$ cat src/rtl/seq_mult_sgn_pkg.sv
// Shared definitions for the sequential signed/unsigned multiplier.
package seq_mult_sgn_pkg;

    typedef enum logic [1:0] {
        IDLE = 2'd0,
        RUN  = 2'd1,
        DONE = 2'd2
    } state_t;

    localparam int PROD_SCALE = 2;

    function automatic int clog2(input int value);
        int r;
        r = 0;
        while ((1 << r) < value) r++;
        return (r < 1) ? 1 : r;
    endfunction

    function automatic int prod_width(input int width);
        return PROD_SCALE * width;
    endfunction

endpackage

$ cat src/rtl/seq_mult_row.sv
// Ripple add/subtract of one partial-product row into the upper accumulator.
module seq_mult_row
    import seq_mult_sgn_pkg::*;
#(
    parameter int N = 9
) (
    input  logic [N-1:0] acc,
    input  logic [N-1:0] row,
    input  logic         sub,
    output logic [N-1:0] sum
);
    logic [N-1:0] opnd;

    assign opnd = row ^ {N{sub}};

    // Each bit derives its carry-in from the previous cell, so no carry-out is left dangling.
    for (genvar i = 0; i < N; i++) begin : g_fa
        logic cin;
        if (i == 0) begin : g_lsb
            assign cin = sub;
        end else begin : g_rip
            assign cin = (acc[i-1] & opnd[i-1]) | (g_fa[i-1].cin & (acc[i-1] ^ opnd[i-1]));
        end
        assign sum[i] = acc[i] ^ opnd[i] ^ cin;
    end

endmodule

$ cat src/rtl/seq_mult_sgn.sv
// Sequential multiplier: one partial-product row per clock, ready/valid on both sides.
module seq_mult_sgn
    import seq_mult_sgn_pkg::*;
#(
    parameter int WIDTH = 8
) (
    input  logic                           clk,
    input  logic                           rst_n,
    input  logic                           in_valid,
    output logic                           in_ready,
    input  logic [WIDTH-1:0]               in_a,
    input  logic [WIDTH-1:0]               in_b,
    input  logic                           in_sgn,
    input  logic                           abort,
    output logic                           out_valid,
    input  logic                           out_ready,
    output logic [prod_width(WIDTH)-1:0]   out_p
);
    // state | meaning
    // IDLE  | waiting for operands
    // RUN   | accumulating one partial-product row per clock
    // DONE  | holding the product until out_ready
    localparam int CW = clog2(WIDTH);

    state_t           state_q, state_d;
    logic [CW-1:0]    cnt_q;
    logic [WIDTH-1:0] a_q;
    logic             sgn_q;
    logic [WIDTH:0]   upper_q;
    logic [WIDTH-1:0] lower_q;
    logic [WIDTH:0]   row, sum, upper_nx;
    logic [WIDTH-1:0] lower_nx;
    logic             accept, last, step, sub;

    always_comb begin
        state_d  = state_q;
        in_ready = 1'b0;
        case (state_q)
            IDLE: begin
                in_ready = 1'b1;
                if (in_valid) state_d = RUN;
            end
            RUN: begin
                if (abort)     state_d = IDLE;
                else if (last) state_d = DONE;
            end
            DONE: begin
                if (out_ready) begin
                    in_ready = 1'b1;
                    state_d  = in_valid ? RUN : IDLE;
                end
            end
            default: state_d = IDLE;
        endcase
    end

    assign accept = in_valid & in_ready;
    assign last   = (cnt_q == CW'(WIDTH - 1));
    assign step   = (state_q == RUN) & ~abort;

    // The lower half starts out holding b; its LSB selects the row, product bits shift in from the top.
    assign row = lower_q[0] ? {sgn_q & a_q[WIDTH-1], a_q} : '0;
    assign sub = sgn_q & last;

    seq_mult_row #(.N(WIDTH + 1)) u_row (
        .acc (upper_q),
        .row (row),
        .sub (sub),
        .sum (sum)
    );

    assign upper_nx = {sgn_q & sum[WIDTH], sum[WIDTH:1]};
    assign lower_nx = {sum[0], lower_q[WIDTH-1:1]};

    always_ff @(posedge clk or negedge rst_n) begin
        if (!rst_n) state_q <= IDLE;
        else        state_q <= state_d;
    end

    always_ff @(posedge clk or negedge rst_n) begin
        if (!rst_n) begin
            cnt_q     <= '0;
            a_q       <= '0;
            sgn_q     <= 1'b0;
            upper_q   <= '0;
            lower_q   <= '0;
            out_p     <= '0;
            out_valid <= 1'b0;
        end else begin
            out_valid <= (state_d == DONE);
            if (accept) begin
                a_q     <= in_a;
                sgn_q   <= in_sgn;
                upper_q <= '0;
                lower_q <= in_b;
                cnt_q   <= '0;
            end else if (step) begin
                upper_q <= upper_nx;
                lower_q <= lower_nx;
                cnt_q   <= cnt_q + CW'(1);
                if (last) out_p <= {upper_nx[WIDTH-1:0], lower_nx};
            end
        end
    end

endmodule

$ cat config.mk
export PLATFORM = sky130hd
export DESIGN_NAME = seq_mult_sgn
export DESIGN_NICKNAME = d
export VERILOG_FILES = /design/src/rtl/seq_mult_sgn_pkg.sv /design/src/rtl/seq_mult_row.sv /design/src/rtl/seq_mult_sgn.sv
export SDC_FILE = /design/constraint.sdc
export NUM_CORES = 1
export LEC_CHECK = 0
export BUFFER_PORTS_ARGS = -buffer_cell sky130_fd_sc_hd__buf_4
export CAP_MARGIN = 30
export CORE_MARGIN = 2
export CORE_UTILIZATION = 35
export CTS_BUF_LIST = sky130_fd_sc_hd__clkbuf_4 sky130_fd_sc_hd__clkbuf_8 sky130_fd_sc_hd__clkbuf_16
export DETAILED_ROUTE_END_ITERATION = 16
export HOLD_SLACK_MARGIN = 0.12
export PLACE_DENSITY = 0.61
export SLEW_MARGIN = 10
export SYNTH_ARGS = -nofsm -noshare
export SYNTH_HDL_FRONTEND = slang
export SYNTH_SLANG_ARGS = --single-unit
$ cat constraint.sdc
create_clock -name clk -period 9.8 [get_ports clk]
set_input_delay 0.98 -clock clk [delete_from_list [all_inputs] [get_ports clk]]
set_output_delay 0.98 -clock clk [all_outputs]
set_load 0.1 [all_outputs]
==> summary.md, run 1 <==
| Metric | Value |
|---|---|
| Vias in the first global route | approximately 1600 |
| Setup violators final | 0 |
| Leakage | 1.31 nW |
| DR iter-0 viols | 85 |
| H-tree levels | 2 |
| Final GP Congestion | 0.791 |
| Worst reg2reg startpoint | cnt_q[0] |
| FP Rows | 28 |
| Top post-synthesis cells by area | dfrtp_1 55%, mux2_2 12%, nand2_1 7.9% |
| Crit-path leading delay family | adder cells |
| Internal | between 0.3 and 0.4 mW |
| CTS tree | yes |
| Synth Flop Type | dfrtp_1 |
| Starting density of the core | 0.367 |
| Worst Path Required | between 9 and 10 ns |
| DR vias | 1460 |
| Capturing point of the worst reg2reg path | out_p[15] |
| Synthesized area per cell | 12.0 um^2 |
| Post-route ant nets | 0 |
| Worst endpoint data arrival time | 4.71 ns |
| Clk pwr share | 0.222 |
| PortBufs | 39 |
| Global-route wire length before repair | around 7600 um |
| Cell taking the most area after synthesis | dfrtp_1 |
| Most numerous cell on the critical path | fa_1 |
| Setup tns final | 0 ns |
| Worst-Margin Slew | 0.894 ns |
| RSZ-0062 raised after global routing | false |
| Achievable frequency | 219 MHz |
| Synth warn | 0 |
| Width of the die | 83.2 um |
| Synth unique cells | 27 |
| Buf/Inv on CP | 0 |
| Final wirelength | 4350 um |
| Inserted Clock Buffers | 5 |
| Psw | just under 0.2 mW |
| Critical path class | flop to flop |
| Grt total ovfl | 0 |
| Layout cells sized above 1 | 0.342 |
| Synth top area share | 0.547 |
| Multi-input logic area | around 940 um^2 |
| Largest net degree at the start of global routing | 49 |
| Synthesized flop and latch total | 48 |
| Comb power frac | 0.295 |
| Sw Share | 0.348 |
| Clk_skew | around 0.0054 ns |
| Core Box Area | 0.00599 mm^2 |
| Max IR drop VDD | approximately 0.000082 V |
| Max clock buf depth | 2 |
| Crit Path Max Fanout | 9 |
| Initial antenna violation count | 0 |
| Clock-pin slew on the worst setup and hold paths | 0.08 ns |
| Dpl ws | around 5.2 ns |
| Root Buffer | clkbuf_8 |
| Hold-fix buffers, CTS | 0 |
| Critical Path Start Type | flop |
| Shortest period the worst path allows | 4.56 ns |
| Critical path depth | 14 |
| Syn Inst Count | ~180 |
| Hold Crit Class | flop to flop |
| Die H | 83.2 um |
| Setup crit end kind | flop |
| Postcts setup bufs | 0 |
| Period utilization | 0.465 |
| Async S/R FF share, synth | 1.00 |
| DR WL/cell | approximately 15 um |
| Synth top cells by count | 48 x dfrtp_1, 46 x nand2_1, 23 x mux2_2 |
| CP peak stage delay | 0.41 ns |
| Drc violations | 0 |
| CTS resizes | 0 |
| Gr usage total | 0.137 |
| Critical path cell sequence | ha_1 > ha_1 > nand2_2 > xor2_1 > fa_1 > fa_1 > fa_1 > fa_1 > fa_1 > fa_1 > fa_1 > xor2_1 > xnor2_1 > o21ai_0 |
| Maxcap violations | 0 |
| Seq/Total Area, Yosys | 0.547 |
| Critical Path Sink | out_p[15] |
| Storage cell area | between 0.001 and 0.0015 mm^2 |
| Via-per-instance ratio | 4.92 |
| Power density over the cells | 214 mW/mm^2 |
| Status | complete, no violations |
| Die area | 0.00693 mm^2 |
| EDFF count, synth | 0 |
| First-pass DRT Iterations | 4 |
| Sink Count | 48 |
| Relative slew slack | 0.402 |
| Most frequent cell after synthesis | dfrtp_1 |
| DP HPWL | 2970 um |
| Number of antenna repair diodes | 0 |
| Worst hold slack | 0.503 ns |
| CP Launch Point | cnt_q[0] |
| Worst Reg-to-Reg Cells | 14 |
| Crit-path slowest cell | fa_1 |
| P&R area growth vs syn | 20.0% |
| Nets | 252 |
| Final Hold Viols | 0 |
| Slew Viols, Final | 0 |
| Final worst-path setup slack | around 5.2 ns |
| Post-synthesis cell area | between 0.002 and 0.0025 mm^2 |
| Seq pwr share | 0.483 |
| Clock Latency Late Sink | roughly 0.29 ns |
| Ports | 40 |
| R2R Setup Slk | 5.24 ns |
| Synth Net Count | 214 |
| Fill cells | 584 |
## layout by cell type, fill, tap and decap left out, drive strengths merged, types with 2 or more instances in the layout
cell type | Yosys | final
inv | 2 | 2
nand2 | 47 | 47
a22oi | 9 | 9
fa | 7 | 7
nand2b | 2 | 2
ha | 2 | 2
mux2 | 23 | 23
xor2 | 8 | 8
mux2i | 2 | 2
o21ai | 12 | 12
xnor2 | 2 | 2
dfrtp | 48 | 48
clkbuf | 1 | 8
buf | 8 | 40
## worst min-delay path, stage by stage (launching register included)
cell	delay, ns
dfrtp_1	0.36
nand2_1	0.05
o21ai_0	0.06
## layer usage
layer / vias to the layer above / part of all wire / routed length, um / global-route usage
met5: - / 0 / 0 / 0
met4: 0 / 0.014 / 63 / 0.0492
met3: 6 / 0.056 / 243 / 0.0368
met2: 38 / 0.49 / 2120 / 0.218
met1: 730 / 0.44 / 1920 / 0.178
li1: 686 / - / - / -
## state kept, by name, indices dropped and copies added (netlist names)
register / flops
out_p: 16
upper_q: 9
a_q: 8
lower_q: 8
cnt_q: 3
state_q: 2
out_valid: 1
sgn_q: 1
## area by class of cell
type / instances / share of cell area
Sequential cell: 48 / 0.455
Multi-Input combinational cell: 124 / 0.355
Timing Repair Buffer: 40 / 0.114
Clock buffer: 8 / 0.0370
Tap cell: 75 / 0.0356
Inverter: 2 / 0.00285
## worst min path at each step
stage,from,end,slack (ns),depth (start not counted)
2_1_floorplan,lower_q[1],lower_q[1],0.46,2
4_1_cts,out_p[7],out_p[7],0.50,2
3_3_place_gp,out_p[7],out_p[7],0.48,2
5_1_grt,out_p[2],out_p[2],0.54,1
3_5_place_dp,out_p[7],out_p[7],0.48,2
6_report,out_p[7],out_p[7],0.50,2
## logic make-up after synthesis
kind of cell,share of synthesized area
buf+inv,0.0290
xor+xnor,0.0399
fa+ha+maj,0.0752
compound gates,0.0780
mux,0.127
simple gates,0.104
flops,0.547
## stage by stage
| step | std cells | power (mW) | utilization | instance area, um^2 |
|---|---|---|---|---|
| after floorplan | 183 | 0.394 | - | 2200 |
| after global placement | 289 | 0.440 | 0.424 | 2540 |
| after detailed placement | 289 | 0.445 | 0.424 | 2540 |
| after CTS | 297 | 0.573 | 0.440 | 2640 |
| after global routing | 297 | 0.606 | 0.440 | 2640 |
| final | 297 | 0.564 | 0.440 | 2640 |
## power by group through the flow
stage	registers, mW	clock network [mW]	logic, mW
after global placement	0.275	0	0.165
final	0.272	0.125	0.166
after floorplan	0.293	0	0.100
after global routing	0.279	0.141	0.186
after CTS	0.273	0.130	0.169
after detailed placement	0.277	0	0.167
No activity file was read; power rests on OpenSTA's default activity.
==> inputs of run 2 (changes only) <==
--- a/config.mk
+++ b/config.mk
@@ -12,7 +12,7 @@
 export CTS_BUF_LIST = sky130_fd_sc_hd__clkbuf_4 sky130_fd_sc_hd__clkbuf_8 sky130_fd_sc_hd__clkbuf_16
 export DETAILED_ROUTE_END_ITERATION = 16
 export HOLD_SLACK_MARGIN = 0.12
-export PLACE_DENSITY = 0.61
+export PLACE_DENSITY = 0.63
 export SLEW_MARGIN = 10
 export SYNTH_ARGS = -nofsm -noshare
 export SYNTH_HDL_FRONTEND = slang
==> constraint.sdc (replaced) <==
create_clock -name clk -period 4 [get_ports clk]
set_input_delay 0.4 -clock clk [delete_from_list [all_inputs] [get_ports clk]]
set_output_delay 0.4 -clock clk [all_outputs]
set_load 0.1 [all_outputs]
==> summary.md, run 2 (synthesis results as in run 1) <==
| Metric | Value |
|---|---|
| Status | finished, violations left |
| Failing checks | negative setup slack |
| Relative slew slack | 0.407 |
| FP Rows | 28 |
| Root Buffer | clkbuf_8 |
| First-pass DRT Iterations | 4 |
| Die area | just under 0.007 mm^2 |
| Commonest cells after routing, fill and taps aside | 49 x buf_4, 48 x dfrtp_1, 46 x nand2_1 |
| Seq pwr share | 0.453 |
| Internal | 0.955 mW |
| Power density over the cells | 528 mW/mm^2 |
| Ports | 40 |
| Gr usage total | 0.141 |
| Achievable frequency | 248 MHz |
| Final worst-path setup slack | -0.0249 ns |
| Commonest non-fill, non-tap cell in the layout | buf_4 |
| Width of the die | 83.2 um |
| Sink Count | 48 |
| Worst-Margin Slew | 0.888 ns |
| Largest net degree at the start of global routing | 49 |
| PortBufs | 39 |
| Clock Latency Late Sink | around 0.31 ns |
| Final wirelength | 4520 um |
| Sw Share | 0.349 |
| Fill cells | slightly below 600 |
| Max clock buf depth | 2 |
| Largest regs | out_p (16), upper_q (9) |
| Dpl ws | -0.0616 ns |
| Reg with most FFs | out_p |
| Setup crit end kind | flop |
| Core Box Area | between 0.005 and 0.006 mm^2 |
| Shortest period the worst path allows | between 4 and 5 ns |
| Drc violations | 0 |
| DR vias | 1494 |
| Hold Crit Class | input pin to asynchronous set/reset pin |
| Worst endpoint data arrival time | 4.20 ns |
| H-tree levels | 2 |
| Final instance area | ~0.0028 mm^2 |
| P&R area growth vs syn | 26.5% |
| Slew Viols, Final | 0 |
| Critical path class | flop to flop |
| Buf/Inv on CP | 0 |
| Global-route wire length before repair | 7800 um |
| DR WL/cell | between 10 and 15 um |
| Clock-pin slew on the worst setup and hold paths | 0.09 ns |
| Die H | between 80 and 90 um |
| Crit-path slowest cell | dfrtp_1 |
| Clk_skew | 0.00661 ns |
| Crit Path Max Fanout | 4 |
| CTS tree | yes |
| RSZ-0062 raised after global routing | true |
| Leakage | between 1 and 1.5 nW |
| Setup violators final | 2 |
| CP peak stage delay | 0.37 ns |
| Clk pwr share | 0.240 |
| Max IR drop VDD | 0.000243 V |
| Hold-fix buffers, CTS | 0 |
| Inserted Clock Buffers | 5 |
| Critical path cell sequence | ha_2 > ha_4 > nand2_4 > xor2_2 > fa_2 > fa_2 > fa_2 > fa_2 > fa_2 > fa_2 > fa_2 > xor2_2 > xnor2_2 > o22ai_1 |
| Layout cells sized above 1 | 0.420 |
| Via-per-instance ratio | slightly below 5 |
| Vias in the first global route | around 1600 |
| DP Area | 0.00260 mm^2 |
| Crit-path leading delay family | adder cells |
| Critical Path Start Type | flop |
| Nets | between 200 and 300 |
| Period utilization | 1.01 |
| DP HPWL | 2940 um |
| Design Power | ~1.5 mW |
| Post-route ant nets | 0 |
| Maxcap violations | 0 |
| DR iter-0 viols | 70 |
| Initial antenna violation count | 0 |
| Most numerous cell on the critical path | fa_2 |
| Largest register FFs | 16 |
| Final GP Congestion | 0.753 |
| Psw | 0.513 mW |
| Starting density of the core | 0.367 |
| Comb power frac | 0.307 |
| Final Hold Viols | 0 |
| Worst Path Required | 4.17 ns |
| Grt total ovfl | 0 |
| Number of antenna repair diodes | 0 |
| Setup tns final | -0.0309 ns |
run 2: cell types whose count changed in the layout (fill, tap and decap cells not counted), sizes merged:
cell | previous run | this run
buf | 40 | 49
clkbuf | 8 | 5
bufinv | 0 | 1
clkinv | 0 | 1
clkinvlp | 0 | 1
run 2: worst paths after layout:
kind / endpoint / from / slack [ns] / cells past startpoint
max in group asynchronous: cnt_q[0] / rst_n / 3.49 / 1
worst min register to register: out_p[15] / out_p[15] / 0.51 / 2
worst max register to register: upper_q[7] / cnt_q[1] / -0.02 / 14
worst min-delay path: a_q[1] / rst_n / 0.1 / 1
min in group clk: lower_q[2] / in_b[2] / 0.30 / 3
worst max-delay path: upper_q[7] / cnt_q[1] / -0.02 / 14
run 2: area by class of cell:
cell class              instances  area [um^2]  share of cell area
flip-flops and latches         48         1200               0.432
multi-input cells             124          997               0.359
repair buffers                 49          368               0.132
well taps                      75         93.8              0.0338
clock buffers                   5         68.8              0.0248
clock inverters                 3         42.5              0.0153
inverters                       2         7.51             0.00270
run 2: power groups by stage:
stage	clock network [mW]	logic [mW]	registers (mW)
detailed placement	0	0.435	0.672
floorplan	0	0.253	0.722
CTS	0.362	0.444	0.664
global placement	0	0.427	0.668
global route	0.388	0.505	0.678
finish	0.353	0.450	0.665
run 2: per-stage QoR:
stage	hold WS [ns]	cells	util
floorplan	0.104	183	-
detailed placement	0.458	294	0.434
global placement	0.456	294	0.434
CTS	0.125	302	0.456
global route	0.129	306	0.464
finish	0.0995	306	0.464
run 2: what timing repair did:
action	CTS	global route
resized for setup	4	4
pin swaps	1	3
setup endpoints to repair	3	3
setup buffers	0	4
run 2: worst register-to-register path: cells and delay by family, from the launching register on:
family / cells / cell delay, ns
DFF: 1 / 0.37
xor gates and xnor gates: 3 / 0.56
and+or+nand+nor: 1 / 0.06
adders and majority gates: 9 / 2.81
AOI/OAI and AO/OA: 1 / 0.10
run 2: metal layers:
layer	up-vias	track usage	part of all wire	wire, um
li1	705	-	-	-
met1	742	0.181	0.46	2090
met2	40	0.224	0.47	2130
met3	7	0.0447	0.053	238
met4	0	0.0477	0.012	55
met5	-	0	0	0
